<file path="src/rtl/lit_scan_mux.sv">
// lit_scan_mux: registered N:1 literal selector with direct and scan modes.
// Scan walks a masked snapshot in ascending index order over valid/ready.
module lit_scan_mux #(
    parameter int N_IN  = 8,
    parameter int W     = 1,
    parameter int SEL_W = $clog2(N_IN)
) (
    input  logic              clk,
    input  logic              rst_n,
    input  logic [N_IN*W-1:0] in_data,
    input  logic [N_IN-1:0]   in_mask,
    input  logic              mode,
    input  logic [SEL_W-1:0]  sel,
    input  logic              start,
    input  logic              flush,
    output logic              out_valid,
    input  logic              out_ready,
    output logic [W-1:0]      out_data,
    output logic [SEL_W-1:0]  out_idx,
    output logic              busy,
    output logic              done,
    output logic              sel_err
);

    typedef enum logic [1:0] {IDLE, DIRECT, SCAN, DONE} state_t;

    localparam logic [SEL_W-1:0] LAST = SEL_W'(N_IN - 1);

    state_t           state_q, state_d;
    logic [W-1:0]     snap_q [N_IN];
    logic [N_IN-1:0]  mask_q;
    logic [SEL_W-1:0] sel_q;
    logic [SEL_W-1:0] ptr_q;
    logic             sel_err_q;
    logic             accept;
    logic             step;
    logic             cur_en;
    logic             sel_q_bad;

    assign accept    = (state_q == IDLE) && start && !flush;
    assign cur_en    = mask_q[ptr_q];
    assign sel_q_bad = int'(sel_q) >= N_IN;
    // A scan slot is left when it is accepted or when it is masked off.
    assign step      = (state_q == SCAN) && (!cur_en || out_ready);

    always_ff @(posedge clk) begin
        if (!rst_n) state_q <= IDLE;
        else        state_q <= state_d;
    end

    always_comb begin
        state_d = state_q;
        if (flush) begin
            state_d = IDLE;
        end else begin
            unique case (state_q)
                IDLE:    if (start) state_d = mode ? SCAN : DIRECT;
                DIRECT:  if (out_ready) state_d = DONE;
                SCAN:    if (step && ptr_q == LAST) state_d = DONE;
                DONE:    state_d = IDLE;
                default: state_d = IDLE;
            endcase
        end
    end

    always_ff @(posedge clk) begin
        if (!rst_n) begin
            for (int i = 0; i < N_IN; i++) snap_q[i] <= '0;
            mask_q    <= '0;
            sel_q     <= '0;
            ptr_q     <= '0;
            sel_err_q <= 1'b0;
        end else if (flush) begin
            ptr_q <= '0;
        end else if (accept) begin
            for (int i = 0; i < N_IN; i++) snap_q[i] <= in_data[i*W +: W];
            mask_q    <= in_mask;
            sel_q     <= sel;
            ptr_q     <= '0;
            sel_err_q <= !mode && (int'(sel) >= N_IN);
        end else if (step && ptr_q != LAST) begin
            ptr_q <= ptr_q + SEL_W'(1);
        end
    end

    always_comb begin
        out_valid = 1'b0;
        out_data  = '0;
        out_idx   = '0;
        busy      = state_q != IDLE;
        done      = state_q == DONE;
        unique case (state_q)
            DIRECT: begin
                out_valid = 1'b1;
                if (!sel_q_bad) begin
                    out_data = snap_q[sel_q];
                    out_idx  = sel_q;
                end
            end
            SCAN: begin
                out_valid = cur_en;
                out_data  = snap_q[ptr_q];
                out_idx   = ptr_q;
            end
            default: ;
        endcase
    end

    assign sel_err = sel_err_q;

endmodule

</file>
<file path="config.mk">
export PLATFORM = sky130hd
export DESIGN_NAME = lit_scan_mux
export DESIGN_NICKNAME = d
export VERILOG_FILES = /design/src/rtl/lit_scan_mux.sv
export SDC_FILE = /design/constraint.sdc
export NUM_CORES = 1
export LEC_CHECK = 0
export CAP_MARGIN = 20
export CORE_AREA = 5 5 61 63
export CTS_BUF_LIST = sky130_fd_sc_hd__clkbuf_16
export DETAILED_ROUTE_END_ITERATION = 16
export DIE_AREA = 0 0 66 68
export GPL_ROUTABILITY_DRIVEN = 0
export HOLD_SLACK_MARGIN = 0.1
export PLACE_DENSITY = 0.73
export SYNTH_ARGS = -nofsm -noshare
export SYNTH_HDL_FRONTEND = slang
export SYNTH_SLANG_ARGS = --single-unit
export TNS_END_PERCENT = 5
</file>
<file path="constraint.sdc">
create_clock -name clk -period 2.4 [get_ports clk]
set_input_delay 0.24 -clock clk [delete_from_list [all_inputs] [get_ports clk]]
set_output_delay 0.24 -clock clk [all_outputs]
set_load 0.005 [all_outputs]
</file>
==> results of run 1 <==
==> Yosys cell counts (2+ instances only) <==
cell type   n
mux4_1      2
o21ai_0     2
nor2_1      5
mux4_2      4
nor4_1      3
a22oi_1     3
a22o_1     16
clkbuf_1    3
a21oi_1     4
inv_1       9
nand2_1     8
nand3_1     3
a211oi_1    2
nor4b_1     3
ha_1        7
buf_4       2
dfxtp_1    27
nor3_1      2
and2_1      3
edfxtp_1    3
mux2i_1     2
nor2b_1     2
or3_1       4
==> area by class of cell <==
class	instances	area [µm²]
Inverter	9	33.8
Sequential cell	30	636
Clock buffer	5	125
Tap cell	46	57.6
Fill cell	265	1220
Clock inverter	3	37.5
Timing Repair Buffer	34	335
Multi-Input combinational cell	88	736
==> report_power, final <==
part,internal (W),switching (W)
clock network,0.000480,0.000204
logic,0.000121,0.000117
registers,0.000544,0.0000280
==> stage by stage <==
step           std cells  area [µm²]
2_1_floorplan        133        1440
3_3_place_gp         207        1790
3_5_place_dp         207        1790
4_1_cts              215        1950
5_1_grt              215        1960
6_report             215        1960
==> cells in the final DEF, fill, tap and decap left out, types with 2 or more instances in the layout <==
master | netlist | layout
a22o_1 | 16 | 16
clkbuf_16 | 0 | 5
a22oi_1 | 3 | 3
edfxtp_1 | 3 | 3
mux2i_1 | 2 | 2
o21ai_0 | 2 | 2
nor3_1 | 2 | 2
nor2b_1 | 2 | 2
or3_1 | 4 | 4
a211oi_1 | 2 | 2
buf_4 | 2 | 3
nand2_1 | 8 | 8
mux4_2 | 4 | 5
and2_1 | 3 | 3
nand3_1 | 3 | 3
nor4_1 | 3 | 3
inv_1 | 9 | 10
a21oi_1 | 4 | 3
nor2_1 | 5 | 5
nor4b_1 | 3 | 3
ha_1 | 7 | 7
dfxtp_1 | 27 | 25
clkdlybuf4s50_1 | 0 | 30
==> routing by layer <==
metal | vias up | share of wire (%)
li1 | 566 | -
met1 | 555 | 41
met2 | 43 | 48
met3 | 14 | 7.2
met4 | 0 | 3.9
met5 | - | 0
==> logic make-up after synthesis <==
| kind of cell | after synthesis | share of synthesized area (%) |
|---|---|---|
| compound gates | 31 | 16.8 |
| fa+ha+maj | 7 | 6.09 |
| buf+inv | 15 | 4.96 |
| flops | 30 | 43.9 |
| mux | 9 | 12.1 |
| other cells | 1 | 0.261 |
| simple gates | 40 | 15.9 |
==> worst register-to-register path: stages (launching register included) <==
cell and delay [ns]:
dfxtp_4 0.38, mux4_1 0.54, mux2_2 0.31, buf_4 0.18, and4_4 0.17, or4_1 0.38
==> how the worst max path moves through the flow <==
stage,from,end,cells past startpoint
2_1_floorplan,ptr_q[0],register,5
3_3_place_gp,ptr_q[0],out_valid,5
3_5_place_dp,ptr_q[0],out_valid,5
4_1_cts,ptr_q[0],out_valid,5
5_1_grt,state_q[1],out_data,5
6_report,state_q[1],out_data,5
==> what timing repair did <==
item / CTS / global route
endpoints found under the setup margin: 1 / 2
hold buffers: 0 / 0
endpoints found under the hold margin: 0 / 0
gates resized for setup: 3 / 3
==> impl_results.md, run 1 <==
- Total negative slack: 0 ns
- Avg Cell Area, Syn: 10.8 µm²
- Max Slew Vio Count: 0
- Syn nets: 165
- Crit path max-delay family: buffers and inverters
- Most used routing layer: met2
- Area contributors post-synth: dfxtp_1 (38%), a22o_1 (9.7%), edfxtp_1 (6.3%)
- Antenna violations before repair: 0
- Crit Path Class: reg -> out
- Via density: 5.48
- DR DRC count: 0
- Final hold vios: 0
- Post-DP HPWL: 2640 µm
- Hold crit path type: reg -> reg
- Rows: 21
- Routed WL: 3470 µm
- Critical register-to-register path startpoint: ptr_q[0]
- Cells on worst reg2reg path: 5
- Drt first pass iters: 4
- Unrepaired setup endpoints after global routing: false
- Reg clk slew, reported paths: 0.05 ns
- Bufs on Longest Clock Path: 2
- Die X: 66 µm
- Avg WL per Cell: 16.1 µm
- Clock tree from TritonCTS: yes
- DR vias: 1,178
- CP cell instances: inv_1 -> ha_1 -> inv_1 -> o32ai_1 -> clkdlybuf4s50_1
- CP endpoint kind: output port
- Final core utilization: 61.7%
- Outcome: finished, final reports clean
- CTS buffer count: 5
- Sink Count: 30
- Worst reg2reg setup slack: 0.31 ns
- Post-synth EDFFs: 3
- GRT met1 Usage: 18.4%
- Worst Skew: 0.00466 ns
- Area delta synth->final: 36.4%
- Die Y: 68 µm
- Die area: 0.00449 mm²
- H-Tree Depth: 2
- Worst path arrival time: 2.03 ns
- Number of I/O pins: 33
- PD cells: 762 mW/mm²
- Port-buffer cells: 31
- #FFs+latches synth: 30
- Worst hold slack: 0.475 ns
- HP Start: mask_q[2]
- Grt met2 use: 30.2%
- Maximum vdd drop: 497 µV
- DRT iter0 DRCs: 62
- GR Util met3: 7.39%
- P_leak: 0.780 nW
- Buffers & Inverters on Critical Path: 3
- Final Net Count: 200
- Max transition margin: 58.4%
- Post-route ant nets: 0
- Count of different cell masters after synthesis: 37
- Cell count after synthesis: 133
- Critical Path Fanout Max: 6
- Worst hold endpoint: mask_q[2]
- Maximum capacitance violations: 0
- Core footprint: 0.00318 mm²
- Most frequent CP cell: inv_1
- Top-area cell type share of the netlist area: 37.6%
- Ant. Diodes: 0
- Vias in the first global route: 1,284
- Root Buffer: clkbuf_16
- Aggregate global routing overflow: 0
- Prevailing post-synth register cell: dfxtp_1
- Tightest Pin Transition: 0.624 ns
- Skew-Pair Late Insertion Delay: 0.28 ns
- Share of layout cells above drive strength 1: 13.0%
- Fmax achieved: 0.440 GHz
- Global Route Usage Sum: 17.7%
- Asr flop ratio synth: 0%
- Critical Path Max Stage Delay: 0.55 ns
- Startpoint Class: register
- Initial core utilization: 45.2%
- Hold Path Stages: 1
- Synth warnings: 0
- Total setup buffers inserted after CTS: 0
- Post-route clock period utilization: 94.6%
- Mapped Area: 0.00144 mm²
- CP max stage cell: clkdlybuf4s50_1
- Dpl ws: 0.153 ns
- Sequential area share after synthesis: 43.9%
- # setup viols final: 0
- Worst path required time: 2.16 ns
- Tmin final: 2.27 ns
- Pin count of the biggest net entering global routing: 18
- Area leader, netlist: dfxtp_1
- Reg2Reg Capture Point: state_q[0]
- Power, Total: 0.00149 W
- First-pass GRT wire length: 5870 µm
- Final WS setup: 0.129 ns
Note: power is estimated with default switching activity, not from simulation.
==> run 2: changes to the inputs <==
--- a/config.mk
+++ b/config.mk
@@ -6,13 +6,14 @@
 export NUM_CORES = 1
 export LEC_CHECK = 0
 export CAP_MARGIN = 20
-export CORE_AREA = 5 5 61 63
+export CORE_AREA = 5 5 64 66
 export CTS_BUF_LIST = sky130_fd_sc_hd__clkbuf_16
 export DETAILED_ROUTE_END_ITERATION = 16
-export DIE_AREA = 0 0 66 68
+export DIE_AREA = 0 0 69 71
 export GPL_ROUTABILITY_DRIVEN = 0
 export HOLD_SLACK_MARGIN = 0.1
-export PLACE_DENSITY = 0.73
+export PLACE_DENSITY = 0.7
+export SKIP_CTS_REPAIR_TIMING = 1
 export SYNTH_ARGS = -nofsm -noshare
 export SYNTH_HDL_FRONTEND = slang
 export SYNTH_SLANG_ARGS = --single-unit
==> constraint.sdc (replaced) <==
create_clock -name clk -period 1.88 [get_ports clk]
set_input_delay 0.188 -clock clk [delete_from_list [all_inputs] [get_ports clk]]
set_output_delay 0.188 -clock clk [all_outputs]
set_load 0.005 [all_outputs]
==> run 2 against run 1 <==
Effect of this change: the flow now finishes with violations (setup timing); sequential power rose by 27%; die area grew 9.2%; routed wire length is 3.8% higher; critical path type is now reg -> reg.
==> impl_results.md, run 2 (synthesized netlist as in run 1, its figures left out) <==
- Worst hold slack: 0.484 ns (was 0.475 ns)
- Vias in the first global route: 1,272 (was 1,284)
- Ant. Diodes: 0 (unchanged)
- Worst Skew: 0.00599 ns (was 0.00466 ns)
- Global Route Usage Sum: 15.9% (was 17.7%)
- Inst Count DP: 224 (was 207)
- Drt first pass iters: 4 (unchanged)
- Final std cells w/o fill: 232 (was 215)
- Post-DP HPWL: 2780 µm (was 2640 µm)
- Reg clk slew, reported paths: 0.05 ns (about the same)
- Sink Count: 30 (unchanged)
- Hold crit path type: reg -> reg (unchanged)
- Rows: 22 (was 21)
- Maximum vdd drop: 694 µV (was 497 µV)
- Critical Path Max Stage Delay: 0.53 ns (was 0.55 ns)
- CP endpoint kind: register (was output port)
- P_leak: 0.915 nW (was 0.780 nW)
- Critical Path Fanout Max: 4 (was 6)
- Skew-Pair Late Insertion Delay: 0.27 ns (was 0.28 ns)
- Fmax achieved: 0.502 GHz
- Max Slew Vio Count: 0 (unchanged)
- Unrepaired setup endpoints after global routing: true (was false)
- Avg WL per Cell: 15.5 µm (was 16.1 µm)
- Final WS setup: -0.112 ns (was 0.129 ns)
- Pin count of the biggest net entering global routing: 18 (unchanged)
- CP cell instances: buf_4 -> ha_2 -> ha_2 -> or2b_4 -> o221ai_1 -> and3_1 -> or4_1 (was inv_1 -> ha_1 -> inv_1 -> o32ai_1 -> clkdlybuf4s50_1)
- Worst path arrival time: 2.13 ns (was 2.03 ns)
- Via density: 5.29 (was 5.48)
- DR DRC count: 0 (unchanged)
- Crit path max-delay family: simple AND/OR/NAND/NOR gates (was buffers and inverters)
- Initial core utilization: 40.8% (was 45.2%)
- Outcome: finished with violations (was finished, final reports clean)
- CTS buffer count: 5 (unchanged)
- Final hold vios: 0 (unchanged)
- Clock tree from TritonCTS: yes (unchanged)
- Most frequent CP cell: ha_2 (was inv_1)
- Leading cell type in the layout, fill and taps excluded: clkdlybuf4s50_1 (unchanged)
- Power, Total: 0.00199 W (was 0.00149 W)
- Routed WL: 3600 µm (was 3470 µm)
- Maximum capacitance violations: 0 (unchanged)
- Aggregate global routing overflow: 0 (unchanged)
- Number of I/O pins: 33 (unchanged)
- Buffers & Inverters on Critical Path: 1 (was 3)
- Startpoint Class: register (unchanged)
- Final core utilization: 60.8% (was 61.7%)
- Most frequent cells in the layout: clkdlybuf4s50_1 (27), dfxtp_1 (25), a22o_1 (16) (was clkdlybuf4s50_1 (30), dfxtp_1 (25), a22o_1 (16))
- Die area: 0.00490 mm² (was 0.00449 mm²)
- Post-route ant nets: 0 (unchanged)
- Die X: 69 µm (was 66 µm)
- First-pass GRT wire length: 6110 µm (was 5870 µm)
- DRT iter0 DRCs: 54 (was 62)
- Worst path required time: 2.02 ns (was 2.16 ns)
- Post-route clock period utilization: 106%
- DR vias: 1,228 (was 1,178)
- PD cells: 929 mW/mm² (was 762 mW/mm²)
- Core footprint: 0.00352 mm² (was 0.00318 mm²)
- Failing checks: setup timing
- Die Y: 71 µm (was 68 µm)
- # setup viols final: 3 (was 0)
- Share of layout cells above drive strength 1: 23.9% (was 13.0%)
- Port-buffer cells: 31 (unchanged)
- Tmin final: 1.99 ns
- H-Tree Depth: 2 (unchanged)
- Final Net Count: 215 (was 200)
- Root Buffer: clkbuf_16 (unchanged)
- Antenna violations before repair: 0 (unchanged)
- Area delta synth->final: 49.0% (was 36.4%)
- Dpl ws: -0.171 ns (was 0.153 ns)
- Bufs on Longest Clock Path: 2 (unchanged)
- Crit Path Class: reg -> reg (was reg -> out)
- CP max stage cell: or4_1 (was clkdlybuf4s50_1)
==> run 2: cell types whose count changed in the layout (fill, tap and decap cells not counted), sizes merged <==
cell / previous run / this run
buf: 3 / 18
clkdlybuf4s50: 30 / 27
dlymetal6s2s: 1 / 4
==> run 2: worst paths after layout <==
| kind | from | end | slack, ns | cells after the start |
|---|---|---|---|---|
| max | ptr_q[0] | state_q[0] | -0.11 | 7 |
| min | mask_q[7] | mask_q[7] | 0.48 | 1 |
| max reg2reg | ptr_q[0] | state_q[0] | -0.11 | 7 |
| min reg2reg | mask_q[7] | mask_q[7] | 0.48 | 1 |
==> run 2: power breakdown <==
part | switching (W) | internal [W]
Sequential | 0.0000311 | 0.000694
Combinational | 0.000174 | 0.000215
Clock | 0.000262 | 0.000613
==> run 2: worst reg2reg max path, delay by kind of cell (launching register included) <==
kind                       cells  cell delay, ns
AOI/OAI and AO/OA              1            0.17
adders and majority gates      2            0.35
buffers and inverters          1            0.11
DFF                            1            0.36
and+or+nand+nor                3            0.88
==> run 2: cell type report <==
type	instances	area, µm²
Fill cell	312	1380
Multi-Input combinational cell	88	766
Sequential cell	30	636
Timing Repair Buffer	49	484
Clock buffer	5	125
Tap cell	48	60.1
Clock inverter	3	37.5
Inverter	9	33.8
==> run 2: routing by layer <==
metal  GRT usage (%)  vias up  part of all wire [%]
li1                -      597                     -
met1            17.5      588                    39
met2            27.5       35                    54
met3            6.25        8                   5.4
met4            6.07        0                   1.8
met5               0        -                     0
==> run 2: through the flow <==
step	TNS, ns	cell area (µm²)
5_1_grt	-0.722	2140
6_report	-0.245	2140
2_1_floorplan	-0.0315	1440
4_1_cts	-1.96	2090
3_3_place_gp	-0.263	1930
3_5_place_dp	-0.665	1930
